$ cat config.mk
export PLATFORM = sky130hd
export DESIGN_NAME = mpu_matrix_sequencer
export DESIGN_NICKNAME = d
export VERILOG_FILES = /design/src/rtl/global_defs.sv /design/src/rtl/mpu_pkg.sv /design/src/rtl/mpu_index_counter.sv /design/src/rtl/mpu_matrix_sequencer.sv
export SDC_FILE = /design/constraint.sdc
export NUM_CORES = 1
export LEC_CHECK = 0
export ABC_CLOCK_PERIOD_IN_PS = 3480
export BUFFER_PORTS_ARGS = -buffer_cell sky130_fd_sc_hd__buf_2
export CAP_MARGIN = 20
export CORE_UTILIZATION = 53
export CTS_BUF_LIST = sky130_fd_sc_hd__clkbuf_4
export CTS_CLUSTER_DIAMETER = 120
export DETAILED_ROUTE_END_ITERATION = 6
export PLACE_DENSITY_LB_ADDON = 0.05
export RECOVER_POWER = 50
export SLEW_MARGIN = 20
export SYNTH_ARGS = -nofsm -noshare
export SYNTH_HDL_FRONTEND = slang
export SYNTH_SLANG_ARGS = --single-unit
$ cat constraint.sdc
create_clock -name clk -period 3.48 [get_ports clk]
set_input_delay 0.348 -clock clk [delete_from_list [all_inputs] [get_ports clk]]
set_output_delay 0.348 -clock clk [all_outputs]
set_load 0.005 [all_outputs]
$ cat src/rtl/global_defs.sv
// Global sizing for the MPU datapath: element width, matrix bounds, index and
// register address widths shared by every MPU block.
package global_defs;
   localparam int FP              = 32;
   localparam int M               = 4;
   localparam int N               = 4;
   localparam int MBITS           = 2;
   localparam int NBITS           = 2;
   localparam int MATRIX_REG_SIZE = 3;
endpackage

$ cat src/rtl/mpu_pkg.sv
// MPU sequencer types: FSM state encoding, largest legal last-index values
// and the command size check.
package mpu_pkg;
   import global_defs::*;

   typedef enum logic [1:0] {
      IDLE  = 2'd0,
      LOAD  = 2'd1,
      STORE = 2'd2
   } seq_state_t;

   localparam logic [MBITS:0] M_LAST_MAX = (MBITS + 1)'(M - 1);
   localparam logic [NBITS:0] N_LAST_MAX = (NBITS + 1)'(N - 1);

   // Commands carry last indices (rows-1, cols-1), so the bound is M-1 / N-1.
   function automatic logic size_ok(input logic [MBITS:0] m_last,
                                    input logic [NBITS:0] n_last);
      return (m_last <= M_LAST_MAX) && (n_last <= N_LAST_MAX);
   endfunction
endpackage

$ cat src/rtl/mpu_index_counter.sv
// Row-major i/j element counter; last is high while the counter sits on the
// final element (i == m_last && j == n_last).
module mpu_index_counter
   import global_defs::*;
(
   input  logic             clk,
   input  logic             rst,
   input  logic             clear,
   input  logic             step,
   input  logic [MBITS:0]   m_last,
   input  logic [NBITS:0]   n_last,
   output logic [MBITS:0]   i,
   output logic [NBITS:0]   j,
   output logic             last
);
   localparam logic [MBITS:0] I_ONE = {{MBITS{1'b0}}, 1'b1};
   localparam logic [NBITS:0] J_ONE = {{NBITS{1'b0}}, 1'b1};

   assign last = (i == m_last) && (j == n_last);

   always_ff @(posedge clk) begin
      if (rst || clear) begin
         i <= '0;
         j <= '0;
      end else if (step) begin
         if (j == n_last) begin
            j <= '0;
            i <= i + I_ONE;
         end else begin
            j <= j + J_ONE;
         end
      end
   end
endmodule

$ cat src/rtl/mpu_matrix_sequencer.sv
// Streams a matrix from memory into one matrix register (LOAD) or from one
// register back out to memory (STORE), generating every row/column location.
module mpu_matrix_sequencer
   import global_defs::*;
   import mpu_pkg::*;
(
   input  logic                        clk,
   input  logic                        rst,
   input  logic                        cmd_load_in,
   input  logic                        cmd_store_in,
   input  logic [MATRIX_REG_SIZE-1:0]  cmd_addr_in,
   input  logic [MBITS:0]              cmd_m_last_in,
   input  logic [NBITS:0]              cmd_n_last_in,
   output logic                        cmd_ready_out,
   output logic                        cmd_err_out,
   input  logic                        ld_valid_in,
   input  logic [FP-1:0]               ld_element_in,
   output logic                        ld_ready_out,
   output logic                        ld_done_out,
   output logic                        st_valid_out,
   output logic [FP-1:0]               st_element_out,
   output logic                        st_last_out,
   input  logic                        st_ready_in,
   output logic                        st_done_out,
   output logic                        reg_load_en_out,
   output logic [MATRIX_REG_SIZE-1:0]  reg_load_addr_out,
   output logic [FP-1:0]               reg_load_element_out,
   output logic [MBITS:0]              reg_i_load_loc_out,
   output logic [NBITS:0]              reg_j_load_loc_out,
   output logic [MBITS:0]              reg_m_size_out,
   output logic [NBITS:0]              reg_n_size_out,
   output logic                        reg_store_en_out,
   output logic [MATRIX_REG_SIZE-1:0]  reg_store_addr_out,
   output logic [MBITS:0]              reg_i_store_loc_out,
   output logic [NBITS:0]              reg_j_store_loc_out,
   input  logic [FP-1:0]               reg_store_element_in,
   input  logic                        reg_store_complete_in,
   output logic                        seq_err_out
);
   seq_state_t                  state;
   logic [MATRIX_REG_SIZE-1:0]  addr_q;
   logic [MBITS:0]              m_last_q;
   logic [NBITS:0]              n_last_q;
   logic                        issue_pending;
   logic                        st_fresh;
   logic [FP-1:0]               st_hold;

   logic                        cmd_go;
   logic                        cmd_ok;
   logic                        cmd_take;
   logic                        ld_fire;
   logic                        st_fire;
   logic [MBITS:0]              ld_i;
   logic [NBITS:0]              ld_j;
   logic                        ld_last;
   logic [MBITS:0]              st_i;
   logic [NBITS:0]              st_j;
   logic                        st_last_loc;

   assign cmd_ready_out = (state == IDLE);
   assign ld_ready_out  = (state == LOAD);
   assign cmd_go        = cmd_ready_out && (cmd_load_in || cmd_store_in);
   assign cmd_ok        = size_ok(cmd_m_last_in, cmd_n_last_in);
   assign cmd_take      = cmd_go && cmd_ok;
   assign ld_fire       = ld_valid_in && ld_ready_out;
   assign st_fire       = st_valid_out && st_ready_in;

   // A read is only issued when the output slot is free or draining this cycle.
   assign reg_store_en_out    = (state == STORE) && issue_pending &&
                                (!st_valid_out || st_ready_in);
   assign reg_store_addr_out  = addr_q;
   assign reg_i_store_loc_out = st_i;
   assign reg_j_store_loc_out = st_j;

   // Read data arrives the cycle after issue; afterwards the captured copy holds the beat.
   assign st_element_out = st_fresh ? reg_store_element_in : st_hold;

   mpu_index_counter u_ld_cnt (
      .clk    (clk),
      .rst    (rst),
      .clear  (cmd_take),
      .step   (ld_fire),
      .m_last (m_last_q),
      .n_last (n_last_q),
      .i      (ld_i),
      .j      (ld_j),
      .last   (ld_last)
   );

   mpu_index_counter u_st_cnt (
      .clk    (clk),
      .rst    (rst),
      .clear  (cmd_take),
      .step   (reg_store_en_out),
      .m_last (m_last_q),
      .n_last (n_last_q),
      .i      (st_i),
      .j      (st_j),
      .last   (st_last_loc)
   );

   always_ff @(posedge clk) begin
      if (rst) begin
         state                <= IDLE;
         addr_q               <= '0;
         m_last_q             <= '0;
         n_last_q             <= '0;
         issue_pending        <= 1'b0;
         st_fresh             <= 1'b0;
         st_hold              <= '0;
         cmd_err_out          <= 1'b0;
         ld_done_out          <= 1'b0;
         st_valid_out         <= 1'b0;
         st_last_out          <= 1'b0;
         st_done_out          <= 1'b0;
         reg_load_en_out      <= 1'b0;
         reg_load_addr_out    <= '0;
         reg_load_element_out <= '0;
         reg_i_load_loc_out   <= '0;
         reg_j_load_loc_out   <= '0;
         reg_m_size_out       <= '0;
         reg_n_size_out       <= '0;
         seq_err_out          <= 1'b0;
      end else begin
         cmd_err_out     <= 1'b0;
         reg_load_en_out <= 1'b0;
         ld_done_out     <= 1'b0;
         st_done_out     <= 1'b0;
         st_fresh        <= reg_store_en_out;

         if (st_fresh) begin
            st_hold <= reg_store_element_in;
            if (st_last_out != reg_store_complete_in)
               seq_err_out <= 1'b1;
         end

         case (state)
            IDLE: begin
               if (cmd_go) begin
                  if (!cmd_ok) begin
                     cmd_err_out <= 1'b1;
                  end else begin
                     addr_q   <= cmd_addr_in;
                     m_last_q <= cmd_m_last_in;
                     n_last_q <= cmd_n_last_in;
                     // Load has priority; a simultaneous store request is dropped.
                     if (cmd_load_in) begin
                        state <= LOAD;
                     end else begin
                        state         <= STORE;
                        issue_pending <= 1'b1;
                     end
                  end
               end
            end
            LOAD: begin
               if (ld_fire) begin
                  reg_load_en_out      <= 1'b1;
                  reg_load_addr_out    <= addr_q;
                  reg_load_element_out <= ld_element_in;
                  reg_i_load_loc_out   <= ld_i;
                  reg_j_load_loc_out   <= ld_j;
                  reg_m_size_out       <= m_last_q;
                  reg_n_size_out       <= n_last_q;
                  if (ld_last) begin
                     ld_done_out <= 1'b1;
                     state       <= IDLE;
                  end
               end
            end
            STORE: begin
               if (reg_store_en_out) begin
                  st_valid_out <= 1'b1;
                  st_last_out  <= st_last_loc;
                  if (st_last_loc)
                     issue_pending <= 1'b0;
               end else if (st_fire) begin
                  st_valid_out <= 1'b0;
               end
               if (st_fire && st_last_out) begin
                  st_valid_out <= 1'b0;
                  st_last_out  <= 1'b0;
                  st_done_out  <= 1'b1;
                  state        <= IDLE;
               end
            end
            default: state <= IDLE;
         endcase
      end
   end
endmodule

==> impl_results.md, run 1 <==
* Run status: complete, no violations
* Post-synthesis share of cell area spent on and, or, nand and nor gates at 0.219
* Number of antenna-violating nets in the routed design at 0
* Starting DRT DRC Count at 93
* Number of hold-slack violations in the final timing report at 0
* Setup repair after global routing missed its margin: false
* Beginning of the critical path: state[0]
* DR WL/cell at 12.8 µm
* Input/output buffers at 177
* Cell Count Post-Placement at 717
* Worst slew slack as a fraction of its limit at 0.298
* Combined global-route utilization of all metal layers at 0.227
* Crit path max-delay family: flip-flops
* Count of antenna diodes in the layout at 0
* Total of warnings raised by yosys at 0
* Pin count of the biggest net entering global routing at 55
* Mean post-synth cell area at 9.19 µm²
* Ratio of cells with drive above 1 in the final layout at 0.309
* Critical-path top delay cell: sky130_fd_sc_hd__dfxtp_1
* Wire length of the first global-routing pass at 15.4 mm
* RD Place Congestion at 0.755
* Clock latency of the later-clocked register in the worst-skew pair at 0.44 ns
* Routed via count at 3662
* Count of state elements after synthesis at 111
* Number of clock buffers inserted by TritonCTS at 9
* Post-synth EDFFs at 0
* Register-to-register setup slack at 1.56 ns
* Die outline area at 8440 µm²
* Number of max-cap violations at 0
* Shortest clock period the worst path allows after layout at 2.10 ns
* Adder and majority gate portion of the synthesized area at 0.0117
* Share of the synthesized area in compound gates (AO/OA/AOI/OAI) at 0.0838
* Post-synthesis xor/xnor area fraction at 0.0286
* Type of element capturing the critical path: primary output
* Root buf cell: sky130_fd_sc_hd__clkbuf_4
* Delay of the slowest critical-path stage at 0.49 ns
* Achievable clock frequency at 0.476 GHz
* Final total negative setup slack at 0 ns
* Non-filler instance count after layout at 733
* Fin crit share at 0.604
* Setup Slack @ Placement at 1.56 ns
* DR vias/cell at 5.00
* Startpoint type of the worst setup path: flip-flop
* Critical path, cell by cell: nand3b_1, a21o_1, inv_1, buf_2
* Max clock buf depth at 2
* Nets in the synthesized netlist at 550
* Most numerous cell types in the synthesized netlist: sky130_fd_sc_hd__dfxtp_1 (111), sky130_fd_sc_hd__nand2_1 (111), sky130_fd_sc_hd__a21oi_1 (56)
* Signed area change from the synthesized netlist to the final layout at 23.5%
* Largest clock skew in the final design at 0.0129 ns
* Biggest area contributors in the synthesized netlist: sky130_fd_sc_hd__dfxtp_1 (52%), sky130_fd_sc_hd__nand2_1 (9.7%), sky130_fd_sc_hd__mux2_2 (8.4%)
* Main combinational cell family by area after synthesis: simple AND/OR/NAND/NOR gates
* Starting Density at 0.551
* Nets at 710
* Summed instance area of the synthesized netlist at 4280 µm²
* Path type of the worst min-delay path: in -> reg
* End point of the critical path: reg_store_en_out
* Leftover overflow at the end of global routing at 0
* Stages on worst setup path at 4
* Detailed Route WL at 9.39 mm
* Area of the core region at 7770 µm²
* Setup WS post-layout at 1.38 ns
* Synthesized netlist cell count at 466
* Total I/O pin count at 178
* Count of cells along the worst register-to-register path at 4
* Maximum ir drop on the vdd rail at 0.214 mV
* Fraction of registers with async set/reset at 0
* Dominant register cell in the synthesized netlist: sky130_fd_sc_hd__dfxtp_1
* Die height at 91.9 µm
* Final-report setup violation count at 0
* Final max-slew violation count at 0
* Pin slew with the least headroom to its limit at 1.05 ns
* Remaining routing DRC violations at 0
* Registers with the highest flip-flop counts: reg_load_element_out (32), st_hold (32)
* Post-synth top area share at 0.519
* Pre-Repair DR Iteration Count at 4
* Post-DP HPWL at 6.66 mm
* Clock slew at reported path FFs at 0.16 ns
* Power Dens Cells at 394 nW/µm²
* Worst hold-check slack at 0.118 ns
* Clock net sink count at 111
* Required time at the endpoint of the critical path at 3.13 ns
* WS Path Type: reg -> out
* Destination of the worst register-to-register timing path: u_ld_cnt.j[2]
* Worst-path fanout max at 13
* # rows at 32
* Min-Delay Startpoint: ld_element_in[10]
* Buffers and inverters on the worst path at 2
* Cell type contributing the most total cell area after synthesis: sky130_fd_sc_hd__dfxtp_1
* CTS H-tree lvls at 3
* Arrival @ worst endpoint at 1.75 ns
* Leakage dissipation at 0.00234 µW
* Proportion of synthesized area in mux cells at 0.103
* Reg2Reg Launch Point: state[0]
* Number of distinct library cells after synthesis at 36
* Count of cells resized by post-cts repair at 0
* Number of antenna violations at the first check in global routing at 0
* Sequential cell area fraction in the yosys report at 0.519
* TritonCTS clock tree: yes
* Buffers inserted during post-CTS setup optimization at 0
* Via count of the first global-routing pass at 3395
* Hold bufs inserted after CTS at 0
* Die Wd at 91.9 µm
-- cell families (layout without fill, tap and decap cells) --
kind of cell / after synthesis / in the layout
adder cells (fa/ha/maj): 4 / 4
multiplexers: 40 / 40
flip-flops: 111 / 111
AND/OR/NAND/NOR: 195 / 195
AO/OA/AOI/OAI: 68 / 68
buffers and inverters: 34 / 199
XOR/XNOR: 14 / 14
-- cell usage in the layout, fill, tap and decap left out, types with 8 or more instances in the layout --
cell type	Yosys	final
sky130_fd_sc_hd__clkbuf_1	19	32
sky130_fd_sc_hd__buf_2	6	144
sky130_fd_sc_hd__dfxtp_1	111	111
sky130_fd_sc_hd__nor2_1	15	15
sky130_fd_sc_hd__mux2_2	32	29
sky130_fd_sc_hd__nor2b_1	34	34
sky130_fd_sc_hd__nand2_1	111	111
sky130_fd_sc_hd__clkbuf_4	0	12
sky130_fd_sc_hd__a21oi_1	56	56
sky130_fd_sc_hd__mux2i_1	8	8
sky130_fd_sc_hd__xnor2_1	10	10
sky130_fd_sc_hd__nand3_1	8	8
-- layout make-up --
class	count	area, µm²
flip-flops and latches	111	2220
multi-input cells	321	1920
repair buffers	179	863
clock buffers	12	90.1
fillers	730	2480
inverters	4	15.0
well taps	102	128
clock inverters	4	55.1
-- worst min-delay path by stage --
stage / end / depth (start not counted)
floorplan: issue_pending / 2
global placement: reg_m_size_out[2] / 2
detailed placement: reg_load_element_out[17] / 2
CTS: reg_load_element_out[10] / 3
global route: reg_load_element_out[28] / 3
finish: reg_load_element_out[10] / 3
-- routing by layer --
layer,global-route usage,wire length (µm),vias to the layer above
met5,0,0,-
met1,0.280,4240,1674
li1,-,-,1861
met2,0.375,4310,117
met4,0.0872,139,0
met3,0.0655,700,10
-- where the power goes --
group          leakage [µW]  switching (µW)  internal (µW)
clock network     0.0000781             397            248
logic               0.00137            77.1           62.9
registers          0.000896            12.4           1290
total               0.00234             486           1600
-- worst reg2reg max path, delay by kind of cell, from the launching register on --
kind	cells	cell delay (ns)
AO/OA/AOI/OAI	1	0.22
AND/OR/NAND/NOR	3	1.16
flip-flops	1	0.49
-- through the flow --
step	utilization	instance area, µm²	total power, µW
CTS	0.686	5330	2110
detailed placement	0.668	5190	1470
finish	0.681	5290	2090
floorplan	-	4280	1400
global route	0.681	5290	2180
global placement	0.668	5190	1470
Note: power is estimated with default switching activity, not from simulation.
==> inputs of run 2 (changes only) <==
--- a/config.mk
+++ b/config.mk
@@ -5,10 +5,11 @@
 export SDC_FILE = /design/constraint.sdc
 export NUM_CORES = 1
 export LEC_CHECK = 0
-export ABC_CLOCK_PERIOD_IN_PS = 3480
+export ABC_AREA = 1
+export ABC_CLOCK_PERIOD_IN_PS = 1800
 export BUFFER_PORTS_ARGS = -buffer_cell sky130_fd_sc_hd__buf_2
 export CAP_MARGIN = 20
-export CORE_UTILIZATION = 53
+export CORE_UTILIZATION = 45
 export CTS_BUF_LIST = sky130_fd_sc_hd__clkbuf_4
 export CTS_CLUSTER_DIAMETER = 120
 export DETAILED_ROUTE_END_ITERATION = 6
==> constraint.sdc (replaced) <==
create_clock -name clk -period 1.8 [get_ports clk]
set_input_delay 0.18 -clock clk [delete_from_list [all_inputs] [get_ports clk]]
set_output_delay 0.18 -clock clk [all_outputs]
set_load 0.005 [all_outputs]
==> run 2 against run 1 <==
Register-to-register slack got worse by 1.3 ns. Wire length increased by 19%. Critical path depth is the same. Setup slack worse by 1.2 ns. First-iteration DRC count is 32% higher. Sequential share of layout area fell by 4.8 points. Combinational power increased to 5.1 times the previous value. Clock power grew 88%. Area after synthesis shrank 0.88%. Cell area rose by 13%. Clock skew increased by 0.0059 ns. Power increased by 120%.
==> impl_results.md, run 2 <==
* Clock net sink count at 111 (unchanged)
* Startpoint type of the worst setup path: flip-flop
* # rows at 35 (+9.4%)
* Fin crit share at 0.917
* Number of max-cap violations at 0 (unchanged)
* Wire length of the first global-routing pass at 18.1 mm (+18%)
* Starting Density at 0.462 (-0.0898)
* Clock latency of the later-clocked register in the worst-skew pair at 0.44 ns (about the same)
* Achievable clock frequency at 0.606 GHz
* Dominant register cell in the synthesized netlist: sky130_fd_sc_hd__dfxtp_1
* Setup repair after global routing missed its margin: false
* Worst slew slack as a fraction of its limit at 0.709 (+0.411)
* Die height at 99.1 µm (+7.9%)
* Die outline area at 9830 µm² (+16%)
* Required time at the endpoint of the critical path at 1.62 ns (-1.51 ns)
* Count of state elements after synthesis at 111 (unchanged)
* Cell type contributing the most total cell area after synthesis: sky130_fd_sc_hd__dfxtp_1
* Reg2Reg Launch Point: state[0]
* Fin area at 5980 µm² (+13%)
* Root buf cell: sky130_fd_sc_hd__clkbuf_4
* Biggest area contributors in the synthesized netlist: sky130_fd_sc_hd__dfxtp_1 (52%), sky130_fd_sc_hd__nand2_1 (11%), sky130_fd_sc_hd__nor2_1 (7.9%)
* Starting DRT DRC Count at 123 (+32%)
* Number of hold-slack violations in the final timing report at 0 (unchanged)
* Pre-Repair DR Iteration Count at 4 (unchanged)
* Number of antenna-violating nets in the routed design at 0 (unchanged)
* Ratio of cells with drive above 1 in the final layout at 0.236 (-0.0733)
* Total cell area at the placement stage at 5220 µm² (+0.68%)
* WS Path Type: reg -> out
* Nets in the synthesized netlist at 633 (+15%)
* Fraction of registers with async set/reset at 0 (unchanged)
* Mean post-synth cell area at 7.73 µm² (-16%)
* Fillcell total at 850 (+16%)
* Die Wd at 99.1 µm (+7.9%)
* Total of warnings raised by yosys at 0 (unchanged)
* Via count of the first global-routing pass at 4031 (+19%)
* RD Place Congestion at 0.802 (+6.1%)
* Final max-slew violation count at 0 (unchanged)
* Post-DP HPWL at 7.36 mm (+11%)
* DR vias/cell at 4.72 (-5.6%)
* Arrival @ worst endpoint at 1.47 ns (-0.28 ns)
* Combined global-route utilization of all metal layers at 0.230 (+0.00222)
* Area of the core region at 9200 µm² (+18%)
* Count of antenna diodes in the layout at 0 (unchanged)
* Pin count of the biggest net entering global routing at 36 (-35%)
* Input/output buffers at 177 (unchanged)
* Post-synth EDFFs at 0 (unchanged)
* Clock slew at reported path FFs at 0.16 ns (about the same)
* Run status: complete, no violations
* Sequential cell area fraction in the yosys report at 0.523 (+0.00459)
* Leftover overflow at the end of global routing at 0 (unchanged)
* Remaining routing DRC violations at 0 (unchanged)
* Summed instance area of the synthesized netlist at 4250 µm² (-0.88%)
* CTS H-tree lvls at 3 (unchanged)
* Number of antenna violations at the first check in global routing at 0 (unchanged)
* Post-synth top area share at 0.523 (+0.00459)
* Number of clock buffers inserted by TritonCTS at 9 (unchanged)
* Shortest clock period the worst path allows after layout at 1.65 ns
* TritonCTS clock tree: yes
* Highest-count cells in the layout ignoring fill and taps: sky130_fd_sc_hd__buf_2 (147), sky130_fd_sc_hd__nand2_1 (128), sky130_fd_sc_hd__dfxtp_1 (111), sky130_fd_sc_hd__nor2_1 (90), sky130_fd_sc_hd__dlygate4sd3_1 (67)
* Signed area change from the synthesized netlist to the final layout at 40.8%
* Pin slew with the least headroom to its limit at 0.436 ns (-0.615 ns)
* Nets at 869 (+22%)
* Path type of the worst min-delay path: in -> reg
* DR WL/cell at 12.4 µm (-3.3%)
* Final-report setup violation count at 0 (unchanged)
* Most numerous cell types in the synthesized netlist: sky130_fd_sc_hd__nand2_1 (127), sky130_fd_sc_hd__dfxtp_1 (111), sky130_fd_sc_hd__nor2_1 (89)
* Detailed Route WL at 11.1 mm (+19%)
* Total I/O pin count at 178 (unchanged)
* Routed via count at 4246 (+16%)
* Power Dens Cells at 766 nW/µm² (+94%)
* Number of distinct library cells after synthesis at 32 (-11%)
* Max clock buf depth at 2 (unchanged)
* Worst-path fanout max at 32 (+19)
* Final total negative setup slack at 0 ns (unchanged)
* Synthesized netlist cell count at 549 (+18%)
* Most instantiated library cell after synthesis: sky130_fd_sc_hd__nand2_1
* Registers with the highest flip-flop counts: reg_load_element_out (32), st_hold (32)
* Most common cell after layout, fill and taps aside: sky130_fd_sc_hd__buf_2
* Maximum ir drop on the vdd rail at 0.357 mV (+67%)
* Leakage dissipation at 0.00296 µW (+26%)
* Largest clock skew in the final design at 0.0188 ns (+0.00591 ns)
* Beginning of the critical path: st_fresh
* Core Util, Final at 0.650 (-0.0310)
* Buffers inserted during post-CTS setup optimization at 0 (unchanged)
* Type of element capturing the critical path: primary output
* Min-Delay Startpoint: cmd_m_last_in[1]
==> run 2: cell types whose count changed after synthesis, sizes merged, moves of 3 or more <==
cell and delta:
a31oi -3, buf +3, a21oi +3, nor2b -34, clkbuf -5, nand2 +17, mux2 -32, nand4b -4
nor2 +78, mux2i -8, o21ai +58, inv +25, nand3b -5
==> run 2: final cells by class <==
| class | count | area (µm²) | share of cell area |
|---|---|---|---|
| Sequential cell | 111 | 2220 | 0.372 |
| Clock inverter | 3 | 45.0 | 0.00754 |
| Timing Repair Buffer | 253 | 1600 | 0.267 |
| Clock buffer | 12 | 90.1 | 0.0151 |
| Multi-Input combinational cell | 380 | 1770 | 0.296 |
| Inverter | 30 | 113 | 0.0188 |
| Tap cell | 111 | 139 | 0.0232 |
==> run 2: path summary, 6_finish.rpt <==
kind         slack, ns                 to  depth (start not counted)
max               0.15  st_element_out[9]                          4
min reg2reg       0.47        seq_err_out                          2
min               0.03        m_last_q[1]                          3
max reg2reg       0.25      u_ld_cnt.j[2]                          7
==> run 2: cell families (layout without fill, tap and decap cells) <==
| kind of cell | after synthesis | count (layout) | synth area share |
|---|---|---|---|
| simple gates | 240 | 240 | 0.233 |
| compound gates | 123 | 123 | 0.148 |
| flops | 111 | 111 | 0.523 |
| buf+inv | 58 | 298 | 0.0569 |
| xor+xnor | 13 | 13 | 0.0268 |
| fa+ha+maj | 4 | 4 | 0.0118 |
==> run 2: critical path, stage by stage (launching register included) <==
cell and delay (ns):
sky130_fd_sc_hd__dfxtp_1 0.36, sky130_fd_sc_hd__buf_4 0.30, sky130_fd_sc_hd__nand2_1 0.14, sky130_fd_sc_hd__nand2_1 0.10
sky130_fd_sc_hd__buf_2 0.11
==> run 2: through the flow <==
step	setup slack [ns]	power (µW)	hold WS [ns]	instances
final	0.150	4580	0.0289	900
after global routing	0.0167	4840	0.00265	900
after CTS	0.122	4650	0.00438	900
after detailed placement	0.270	3320	0.409	818
after global placement	0.303	3300	0.401	818
after floorplan	0.557	3030	0.253	549
==> run 2: repair_timing <==
item | in CTS | in global routing
resized for setup | 0 | 0
hold buffers | 67 | 0
hold endpoints to repair | 67 | 0
==> run 2: routing by layer <==
layer / wire length [µm] / track usage
met1: 4890 / 0.264
met3: 533 / 0.0450
met5: 0 / 0
met2: 5430 / 0.412
met4: 289 / 0.106
==> run 2: power by group <==
group,switching (µW),internal (µW)
registers,67.9,2580
clock network,747,465
logic,375,345
total,1190,3390
==> inputs of run 3 (changes only) <==
--- a/config.mk
+++ b/config.mk
@@ -5,7 +5,6 @@
 export SDC_FILE = /design/constraint.sdc
 export NUM_CORES = 1
 export LEC_CHECK = 0
-export ABC_AREA = 1
 export ABC_CLOCK_PERIOD_IN_PS = 1800
 export BUFFER_PORTS_ARGS = -buffer_cell sky130_fd_sc_hd__buf_2
 export CAP_MARGIN = 20
==> run 3 against run 2 <==
Sequential power fell by 5%. Die area rose by 0.86%. Combinational power fell by 49%. Sequential cell count did not move. Global-route usage fell by 1.4 points. Count of clock-buffer cells in the layout fell by 3. Maximum frequency fell by 3.2%. Non-clock buffer count fell by 21. Final cell count fell by 9.7%. Via count fell by 9.0%.
==> impl_results.md, run 3 (synthesis gave the netlist of run 1 again) <==
* Hold worst-path end: ld_done_out
* Fin crit share at 0.947 (+0.0302)
* Type of element capturing the critical path: primary output
* Starting DRT DRC Count at 107 (-13%)
* Clock latency of the later-clocked register in the worst-skew pair at 0.46 ns (+0.02 ns)
* WS Path Type: reg -> out
* TritonCTS clock tree: yes
* Die height at 99.6 µm (+0.43%)
* Registers with the highest flip-flop counts: reg_load_element_out (32), st_hold (32)
* Signed area change from the synthesized netlist to the final layout at 37.1%
* Clock net sink count at 111 (unchanged)
* Power dissipated by switching net loads at 1020 µW (-14%)
* Final total negative setup slack at 0 ns (unchanged)
* Power Dens Cells at 727 nW/µm² (-5.0%)
* Total cell area at the placement stage at 5320 µm² (+1.8%)
* Number of antenna-violating nets in the routed design at 0 (unchanged)
* Root buf cell: sky130_fd_sc_hd__clkbuf_4
* Pin slew with the least headroom to its limit at 0.551 ns (+0.115 ns)
* Cell-internal power at 3250 µW (-4.1%)
* Reg2Reg Launch Point: state[1]
* Worst-path fanout max at 16 (-50%)
* Setup repair after global routing missed its margin: false
* Destination of the worst register-to-register timing path: reg_load_element_out[16]
* Via count of the first global-routing pass at 3520 (-13%)
* Shortest clock period the worst path allows after layout at 1.70 ns (+0.0544 ns)
* Area of the multi-input gates at 1920 µm² (+8.1%)
* Path type of the worst min-delay path: in -> reg
* Clock slew at reported path FFs at 0.17 ns (about the same)
* Min-Delay Startpoint: ld_valid_in
* FF+latch area at 2220 µm² (about the same)
* Pre-Repair DR Iteration Count at 4 (unchanged)
* Startpoint type of the worst setup path: flip-flop
* Worst slew slack as a fraction of its limit at 0.633 (-0.0766)
* Cell depth of the worst min-delay path at 3 (unchanged)
* Starting Density at 0.464 (+0.00187)
* Detailed Route WL at 10.7 mm (-3.6%)
* Routed via count at 3863 (-9.0%)
* # rows at 35 (unchanged)
* Fillcell total at 828 (-2.6%)
* Input/output buffers at 177 (unchanged)
* Area of the core region at 9240 µm² (+0.48%)
* Pin count of the biggest net entering global routing at 49 (+36%)
* Max clock buf depth at 2 (unchanged)
* Number of clock buffers inserted by TritonCTS at 9 (unchanged)
* Combinational share of power at 0.086 (-0.071)
* RD Place Congestion at 0.774 (-3.4%)
* Ratio of cells with drive above 1 in the final layout at 0.294 (+0.0581)
* Maximum ir drop on the vdd rail at 0.425 mV (+19%)
* Combined global-route utilization of all metal layers at 0.216 (-0.0140)
* Wire length of the first global-routing pass at 16.8 mm (-7.4%)
* Register-to-register setup slack at 0.16 ns (-0.09 ns)
* DR WL/cell at 13.2 µm (+6.7%)
* Final max-slew violation count at 0 (unchanged)
* Highest-count cells in the layout ignoring fill and taps: sky130_fd_sc_hd__buf_2 (137), sky130_fd_sc_hd__nand2_1 (111), sky130_fd_sc_hd__dfxtp_1 (110), sky130_fd_sc_hd__a21oi_1 (56), sky130_fd_sc_hd__dlygate4sd3_1 (41)
* Run status: complete, no violations
* Achievable clock frequency at 0.587 GHz (-3.2%)
* Flop pwr share at 0.588 (+0.010)
* Final-report setup violation count at 0 (unchanged)
* Clk network pwr share at 0.326 (+0.061)
* Fin area at 5870 µm² (-1.8%)
* Count of cells along the worst register-to-register path at 5 (-2)
* Count of antenna diodes in the layout at 0 (unchanged)
* CTS H-tree lvls at 3 (unchanged)
* Nets at 763 (-12%)
* Die outline area at 9910 µm² (+0.86%)
* Number of hold-slack violations in the final timing report at 0 (unchanged)
* Post-DP HPWL at 6.97 mm (-5.4%)
* Total I/O pin count at 178 (unchanged)
* Number of max-cap violations at 0 (unchanged)
* Required time at the endpoint of the critical path at 1.62 ns (about the same)
* Arrival @ worst endpoint at 1.52 ns (+0.05 ns)
* Remaining routing DRC violations at 0 (unchanged)
* Leftover overflow at the end of global routing at 0 (unchanged)
* Number of antenna violations at the first check in global routing at 0 (unchanged)
* Net Sw Frac at 0.239 (-0.0208)
* DR vias/cell at 4.75 (+0.72%)
* Die Wd at 99.6 µm (+0.43%)
* Largest clock skew in the final design at 0.0120 ns (-0.00674 ns)
* Leakage dissipation at 0.00256 µW (-14%)
* Most common cell after layout, fill and taps aside: sky130_fd_sc_hd__buf_2
-- run 3: cell count changes in the layout (fill, tap and decap cells not counted), sizes merged, moves of 5 or more --
cell	change
nor2	-78
o21ai	-58
nor2b	+34
mux2	+32
dlygate4sd3	-26
inv	-24
nand2	-17
mux2i	+8
clkbuf	+7
buf	-5
nand3b	+5
-- run 3: power by group through the flow --
stage | sequential, µW | clock (µW) | combinational, µW
2_1_floorplan | 2560 | 0 | 144
3_3_place_gp | 2570 | 0 | 294
5_1_grt | 2520 | 1530 | 404
4_1_cts | 2510 | 1440 | 376
6_report | 2510 | 1390 | 369
3_5_place_dp | 2570 | 0 | 299
-- run 3: layout make-up --
class	instances	share of cell area
clock inverter	7	0.0162
timing repair buffer	232	0.237
clock buffer	9	0.0115
multi-input combinational	321	0.326
inverter	4	0.00256
tap	129	0.0275
sequential	111	0.379
-- run 3: worst max-delay path: stages, from the launching register on --
cell and delay [ns]:
sky130_fd_sc_hd__dfxtp_2 0.41, sky130_fd_sc_hd__clkbuf_16 0.19, sky130_fd_sc_hd__mux2_2 0.34, sky130_fd_sc_hd__buf_2 0.13
-- run 3: per-stage QoR --
step                      utilization  instances  worst slack [ns]  total power (µW)  hold WS (ns)
after floorplan                     -        466             0.428              2710         0.316
after global placement          0.575        752             0.316              2860         0.414
after detailed placement        0.575        752             0.256              2870         0.426
after CTS                       0.641        812            0.0303              4320        0.0205
after global routing            0.635        813            0.0135              4450        0.0452
final                           0.635        813            0.0953              4270        0.0622
-- run 3: worst max-delay path by stage --
stage,endpoint,startpoint,slack [ns],cells past startpoint
floorplan,state[0],n_last_q[0],0.43,5
global placement,u_st_cnt.i[2],state[1],0.32,4
detailed placement,u_st_cnt.i[2],state[1],0.26,4
CTS,st_element_out[21],st_fresh,0.03,3
global route,st_element_out[10],st_fresh,0.01,3
finish,st_element_out[17],st_fresh,0.1,3
-- run 3: per-layer routing --
layer | routed length, µm | track usage
met5 | 0 | 0
met4 | 232 | 0.0894
met3 | 519 | 0.0429
met2 | 5090 | 0.372
met1 | 4890 | 0.262
-- run 3: what timing repair did --
action                                 in CTS  in global routing
setup endpoints to repair                   1                 33
cloned                                      0                  1
endpoints found under the hold margin      41                  0
pin swaps                                   0                  0
hold buffers                               41                  0
buffers inserted                            3                  0
gates resized for setup                     4                  2
